$ cat src/rtl/bus_timer_pkg.sv
// Shared constants for the bus timer: register offsets, CTRL bit positions,
// MODE encodings and FSM state encodings.
package bus_timer_pkg;

    // Word offsets on the processor bus (PrAddr[3:2])
    localparam logic [1:0] TIMER_ADDR_CTRL   = 2'd0;
    localparam logic [1:0] TIMER_ADDR_PRESET = 2'd1;
    localparam logic [1:0] TIMER_ADDR_COUNT  = 2'd2;
    localparam logic [1:0] TIMER_ADDR_RSVD   = 2'd3;

    // CTRL bit positions
    localparam int CTRL_EN      = 0;
    localparam int CTRL_MODE_LO = 1;
    localparam int CTRL_MODE_HI = 2;
    localparam int CTRL_IM      = 3;

    // MODE encodings; 00 and 1x both behave as one-shot
    localparam logic [1:0] MODE_RELOAD = 2'b01;

    // FSM state encodings
    localparam logic [1:0] S_TIMER_IDLE = 2'd0;
    localparam logic [1:0] S_TIMER_LOAD = 2'd1;
    localparam logic [1:0] S_TIMER_CNT  = 2'd2;
    localparam logic [1:0] S_TIMER_INT  = 2'd3;

    // Prescaler counter width, enough for PRESCALE up to 65535
    localparam int PRESCALE_W = 16;

    // Only the exact 01 encoding selects auto-reload
    function automatic logic is_reload(input logic [1:0] mode);
        return (mode == MODE_RELOAD);
    endfunction

endpackage

$ cat src/rtl/bus_timer_if.sv
// Processor-bus responder port of the timer.
// Handshake: there is no valid/ready pair. A write is a single-cycle event,
// accepted at the rising edge where sel & we are both high; the device never
// stalls. Reads are combinational: dout follows addr at all times, and the
// bridge samples it when it selects the device.
interface bus_timer_if;
    import bus_timer_pkg::*;

    logic        sel;
    logic [1:0]  addr;
    logic        we;
    logic [31:0] din;
    logic [31:0] dout;
    logic        irq;

    modport master (output sel, output addr, output we, output din,
                    input dout, input irq);
    modport slave  (input sel, input addr, input we, input din,
                    output dout, output irq);
endinterface

$ cat src/rtl/bus_timer_prescaler.sv
// Prescaler for the bus timer: emits a one-cycle tick every PRESCALE cycles.
// With PRESCALE=1 the counter stays at 0 and the tick is permanently high.
module timer_prescaler
    import bus_timer_pkg::*;
#(
    parameter int PRESCALE = 1
) (
    input  logic clk,
    input  logic rst,
    input  logic i_clear,
    output logic o_tick
);

    localparam logic [PRESCALE_W-1:0] LAST = PRESCALE_W'(PRESCALE - 1);

    logic [PRESCALE_W-1:0] r_cnt;

    // Free-running cycle counter, wrapped at PRESCALE-1, cleared on LOAD
    always_ff @(posedge clk or negedge rst) begin
        if (!rst) begin
            r_cnt <= '0;
        end else if (i_clear || (r_cnt == LAST)) begin
            r_cnt <= '0;
        end else begin
            r_cnt <= r_cnt + 1'b1;
        end
    end

    // Tick on the last cycle of each prescale period
    always_comb begin
        o_tick = (r_cnt == LAST);
    end

endmodule

$ cat src/rtl/bus_timer.sv
// Programmable countdown timer on the processor bus. COUNT is loaded from
// PRESET and decremented once per prescaler tick; reaching zero latches a
// pending flag, which drives irq through the IM mask.
module bus_timer
    import bus_timer_pkg::*;
#(
    parameter int PRESCALE = 1
) (
    input  logic        clk,
    input  logic        rst,
    bus_timer_if.slave  bus,
    output logic [1:0]  o_dbg_state
);

    logic [1:0]  r_state;
    logic [1:0]  w_state_nxt;
    logic [3:0]  r_ctrl;
    logic [31:0] r_preset;
    logic [31:0] r_count;
    logic        r_pending;

    logic        w_wr_ctrl;
    logic        w_wr_preset;
    logic        w_wr_any;
    logic        w_tick;
    logic        w_load;
    logic        w_en;
    logic        w_reload;
    logic        w_cnt_zero;

    // Bus write decode and FSM helper terms
    always_comb begin
        w_wr_ctrl   = bus.sel && bus.we && (bus.addr == TIMER_ADDR_CTRL);
        w_wr_preset = bus.sel && bus.we && (bus.addr == TIMER_ADDR_PRESET);
        w_wr_any    = w_wr_ctrl || w_wr_preset;
        w_load      = (r_state == S_TIMER_LOAD);
        w_en        = r_ctrl[CTRL_EN];
        w_reload    = is_reload(r_ctrl[CTRL_MODE_HI:CTRL_MODE_LO]);
        w_cnt_zero  = (r_count == 32'd0);
    end

    timer_prescaler #(
        .PRESCALE (PRESCALE)
    ) u_prescaler (
        .clk     (clk),
        .rst     (rst),
        .i_clear (w_load),
        .o_tick  (w_tick)
    );

    // Next-state logic of the IDLE/LOAD/CNT/INT sequence
    always_comb begin
        w_state_nxt = r_state;
        case (r_state)
            S_TIMER_IDLE: if (w_en) w_state_nxt = S_TIMER_LOAD;
            S_TIMER_LOAD: w_state_nxt = S_TIMER_CNT;
            S_TIMER_CNT: begin
                if (!w_en) begin
                    w_state_nxt = S_TIMER_IDLE;
                end else if (w_cnt_zero) begin
                    w_state_nxt = S_TIMER_INT;
                end
            end
            S_TIMER_INT: w_state_nxt = w_reload ? S_TIMER_LOAD : S_TIMER_IDLE;
            default: w_state_nxt = S_TIMER_IDLE;
        endcase
    end

    // State register
    always_ff @(posedge clk or negedge rst) begin
        if (!rst) begin
            r_state <= S_TIMER_IDLE;
        end else begin
            r_state <= w_state_nxt;
        end
    end

    // CTRL: a bus write always wins over the one-shot EN clear in INT
    always_ff @(posedge clk or negedge rst) begin
        if (!rst) begin
            r_ctrl <= 4'd0;
        end else if (w_wr_ctrl) begin
            r_ctrl <= bus.din[3:0];
        end else if ((r_state == S_TIMER_INT) && !w_reload) begin
            r_ctrl[CTRL_EN] <= 1'b0;
        end
    end

    // PRESET: only sampled by LOAD, so mid-count writes affect the next load
    always_ff @(posedge clk or negedge rst) begin
        if (!rst) begin
            r_preset <= 32'd0;
        end else if (w_wr_preset) begin
            r_preset <= bus.din;
        end
    end

    // COUNT: load in LOAD, decrement on ticks in CNT, never below zero
    always_ff @(posedge clk or negedge rst) begin
        if (!rst) begin
            r_count <= 32'd0;
        end else if (w_load) begin
            r_count <= r_preset;
        end else if ((r_state == S_TIMER_CNT) && w_en && !w_cnt_zero && w_tick) begin
            r_count <= r_count - 32'd1;
        end
    end

    // Pending: a CPU write to CTRL/PRESET clears it and blocks a same-cycle set
    always_ff @(posedge clk or negedge rst) begin
        if (!rst) begin
            r_pending <= 1'b0;
        end else if (w_wr_any) begin
            r_pending <= 1'b0;
        end else if ((r_state == S_TIMER_CNT) && w_en && w_cnt_zero) begin
            r_pending <= 1'b1;
        end else if ((r_state == S_TIMER_INT) && w_reload) begin
            r_pending <= 1'b0;
        end
    end

    // Read mux, independent of sel; irq is an AND of two flops
    always_comb begin
        case (bus.addr)
            TIMER_ADDR_CTRL:   bus.dout = {28'd0, r_ctrl};
            TIMER_ADDR_PRESET: bus.dout = r_preset;
            TIMER_ADDR_COUNT:  bus.dout = r_count;
            TIMER_ADDR_RSVD:   bus.dout = 32'd0;
            default:           bus.dout = 32'd0;
        endcase
        bus.irq     = r_pending && r_ctrl[CTRL_IM];
        o_dbg_state = r_state;
    end

endmodule
$ cat src/flat_wrapper.sv
// flat-port wrapper written by rule: the top's interface ports become plain ports
module bus_timer_flat import bus_timer_pkg::*;
#(
    parameter int PRESCALE = 1
)
  (clk, rst, o_dbg_state, bus_sel, bus_addr, bus_we, bus_din, bus_dout, bus_irq);
  bus_timer_if bus_i ();
  input  logic clk;
  input  logic rst;
  output logic [1:0] o_dbg_state;
  input wire logic [$bits(bus_i.sel)-1:0] bus_sel;
  input wire logic [$bits(bus_i.addr)-1:0] bus_addr;
  input wire logic [$bits(bus_i.we)-1:0] bus_we;
  input wire logic [$bits(bus_i.din)-1:0] bus_din;
  output wire logic [$bits(bus_i.dout)-1:0] bus_dout;
  output wire logic [$bits(bus_i.irq)-1:0] bus_irq;
  assign bus_i.sel = bus_sel;
  assign bus_i.addr = bus_addr;
  assign bus_i.we = bus_we;
  assign bus_i.din = bus_din;
  assign bus_dout = bus_i.dout;
  assign bus_irq = bus_i.irq;
  bus_timer #(.PRESCALE(PRESCALE)) u_core (.clk(clk), .rst(rst), .bus(bus_i), .o_dbg_state(o_dbg_state));
endmodule
$ cat config.mk
export PLATFORM = sky130hd
export DESIGN_NAME = bus_timer_flat
export DESIGN_NICKNAME = d
export VERILOG_FILES = /design/src/rtl/bus_timer_pkg.sv /design/src/rtl/bus_timer_if.sv /design/src/rtl/bus_timer_prescaler.sv /design/src/rtl/bus_timer.sv /design/src/flat_wrapper.sv
export SDC_FILE = /design/constraint.sdc
export NUM_CORES = 1
export LEC_CHECK = 0
export CORE_MARGIN = 2
export CORE_UTILIZATION = 55
export DETAILED_ROUTE_END_ITERATION = 10
export DONT_BUFFER_PORTS = 1
export PLACE_DENSITY_LB_ADDON = 0.15
export SETUP_SLACK_MARGIN = 0.3
export SLEW_MARGIN = 20
export SYNTH_ARGS = -nofsm -noshare
export SYNTH_HDL_FRONTEND = slang
export SYNTH_HIERARCHICAL = 1
export SYNTH_SLANG_ARGS = --single-unit
$ cat constraint.sdc
create_clock -name clk -period 3.1 [get_ports clk]
set_clock_uncertainty 0.15 [all_clocks]
set_input_delay 0.62 -clock clk [delete_from_list [all_inputs] [get_ports clk]]
set_output_delay 0.62 -clock clk [all_outputs]
set_load 0.02 [all_outputs]
==> flow_summary.ini <==
[run_status]
outcome = complete, but fails checks
violations = hold timing

[global_route]
grt_usage_pct = 25.0
grt_pass1_wl_mm = 17.7
grt_pass1_vias = 3550
grt_start_max_net_pins = 88
grt_antenna_before_repair = 0
grt_overflow = 0

[routing]
antenna_left = 0
drt-initial-drc-count = 239
avgRoutedWirePerCell_um = 19.1
via_count = 3734
vias_per_cell = 6.51
met3_length_um = 788
wl_mm = 11.0
drt_pre_antenna_iters = 5
m1WireLength_mm = 4.89
routed.top_layer = met4
wl_met2_mm = 5.07
drc = 0

[power]
power_mw = 4.07
p_per_area_nw_per_um2 = 801
leakagePower_nw = 2.09
max-vdd-ir-drop_v = 0.000366

[worst_setup_path]
start_kind = flop
cp_data_required_time_ns = 3.19
path_cells = or4_1 -> or3_4 -> o31ai_4 -> buf_4 -> buf_4 -> o21ai_1 -> a221o_1
worstSetupPathType = flop to flop
cp-end-kind = flop
regToRegSetupSlack_ns = 0.47
cpMaxStageDelayCell = or4_1
worst-path-max-fanout = 7
r2r-end = u_core/r_count[24]
cp_slowest_stage_delay_ns = 0.58
cp_common_cell = buf_4
rr_worst_depth = 7
critPathArrivalTime_ns = 2.72
r2r-start = u_core/r_count[25]

[clocking]
htreeDepth = 3
cts_sinks = 87
cts_inserted_buffers = 9
cts_buffer_depth = 2
insertion_delay_ns = 0.36
cts_root_buf = clkbuf_8
cts_tree = built
path_clk_slew_ns = 0.10

[logic_synthesis]
synthTopCellsByArea = dfrtp_1 (47%), mux2_2 (8.4%), a22o_1 (5.2%)
yosys_register_bits = 87
yosys.area.top_type = dfrtp_1
synth-edff-count = 0
ys_top_cells_by_count = dfrtp_1 (87), nand2_1 (43), mux2_2 (35)
syn_avg_cell_area_um2 = 10.2
syn_inst = 460
yosys_warnings = 6
synth_cell_type_count = 62
syn_area_um2 = 4670
synth_nets = 501
synth.most_common_cell = dfrtp_1
ys.flop_type = dfrtp_1
ys_seq_area_share_pct = 46.6
async_reset_ff_share_pct = 100
synth_top_area_share_pct = 46.6

[sta]
finalSetupViolCount = 0
min_period_ns = 2.63
finalCritPeriodShare_pct = 84.9
relSlewSlack_pct = 53.6
fmax_mhz = 380
grt_setup_unrepaired = no
hold_slack_ns = -0.00922
tightest_slew_ns = 0.688
hold_viol_final = 3
fin_setup_tns_ns = 0
finalMaxSlewViolations = 0

[finish]
drive_above_1_share_pct = 19.2
finalInstanceArea_um2 = 5070
fillers = 668
synthToLayoutAreaGrowth_pct = 8.57
n_antenna_cell = 0
final_nets = 505

[floorplanning]
die_y_um = 96.2
pin_count = 73
start_util_pct = 56.9
core_area_um2 = 8220
die_w_um = 96.2
dieArea_um2 = 9250
num_rows = 33

[hold_path]
hold_class = primary input to asynchronous set/reset pin

[job]
cap_violations = 0

[placement]
place_area_um2 = 4810
hpwl_mm = 7.51
globalplace.congestion = 0.902
port_buffers = 0
## flip-flops by register name, indices dropped and copies added (netlist names)
name,flops
u_core/r_pending,1
u_core/r_ctrl,4
u_core/u_prescaler/r_cnt,16
u_core/r_preset,32
u_core/o_dbg_state,2
u_core/r_count,32
## worst max-delay path by stage
| stage | slack, ns | cells after the start | to | from |
|---|---|---|---|---|
| floorplan | 0.40 | 5 | bus_dout[10] | bus_addr[1] |
| global placement | 0.33 | 6 | u_core/r_count[24] | u_core/r_count[25] |
| detailed placement | 0.28 | 6 | u_core/r_count[24] | u_core/r_count[25] |
| CTS | 0.35 | 8 | u_core/r_count[13] | u_core/u_prescaler/r_cnt[2] |
| global route | 0.30 | 10 | u_core/r_count[12] | u_core/u_prescaler/r_cnt[0] |
| finish | 0.47 | 7 | u_core/r_count[24] | u_core/r_count[25] |
## repair_timing
item / CTS / global route
buffers inserted: 2 / 2
setup endpoints to repair: 4 / 7
pin swaps: 1 / 0
endpoints found under the hold margin: 87 / 0
hold buffers: 1 / 0
resized for setup: 1 / 2
## critical path: cells and delay by family (launching register included)
family,cells,cell delay (ns)
AO/OA/AOI/OAI,3,0.56
buffers and inverters,2,0.34
flip-flops,1,0.44
AND/OR/NAND/NOR,2,1.01
## through the flow
step                util, %  instances  hold slack (ns)  setup WS, ns
global placement       58.5        553            0.177         0.329
detailed placement     58.5        553            0.178         0.283
floorplan                 -        460            0.174         0.402
global route           61.8        574           0.0308         0.301
finish                 61.8        574         -0.00922         0.469
CTS                    61.4        572           0.0203         0.350
## layer usage
layer	global-route usage [%]	up-vias
met1	34.3	1852
met4	10.1	0
met3	4.93	19
met5	0	-
li1	-	1739
met2	38.9	124
## kinds of logic (layout without fill, tap and decap cells)
family	count (synthesis)	after routing	share of synthesized area, %
xor+xnor	16	16	3.00
mux	39	39	9.29
flops	87	87	46.6
fa+ha+maj	3	3	0.803
buf+inv	38	47	3.61
simple gates	168	168	18.4
compound gates	109	109	18.3
## layout make-up
| type | instances | area, um^2 | share of cell area (%) |
|---|---|---|---|
| Clock buffer | 9 | 124 | 2.44 |
| Timing Repair Buffer | 23 | 193 | 3.80 |
| Clock inverter | 7 | 72.6 | 1.43 |
| Multi-Input combinational cell | 335 | 2350 | 46.3 |
| Inverter | 8 | 30.0 | 0.592 |
| Sequential cell | 87 | 2180 | 42.9 |
| Tap cell | 105 | 131 | 2.59 |
## placed cells by master, fill, tap and decap left out, drive strengths merged, types with 3 or more instances in the layout
| master | count |
|---|---|
| o31ai | 8 |
| clkbuf | 9 |
| inv | 9 |
| a21oi | 7 |
| nor3 | 12 |
| a31oi | 3 |
| nand3b | 3 |
| or4 | 4 |
| xor2 | 7 |
| nor2 | 34 |
| o221ai | 3 |
| ha | 3 |
| nand3 | 15 |
| nand2 | 43 |
| xnor2 | 9 |
| or2 | 7 |
| nor2b | 3 |
| mux2i | 4 |
| dfrtp | 87 |
| a221o | 6 |
| a22o | 28 |
| nand4 | 9 |
| a211o | 4 |
| mux2 | 35 |
| o21ai | 18 |
| or3 | 7 |
| o311ai | 8 |
| buf | 23 |
| clkinv | 3 |
| nor4 | 18 |
| and4 | 3 |
## where the power goes
part           internal (mW)  total (mW)  switching [mW]
combinational          0.633        1.44           0.803
sequential              1.45        1.84           0.391
clock                  0.374       0.791           0.417
(Power assumes the default switching activity.)
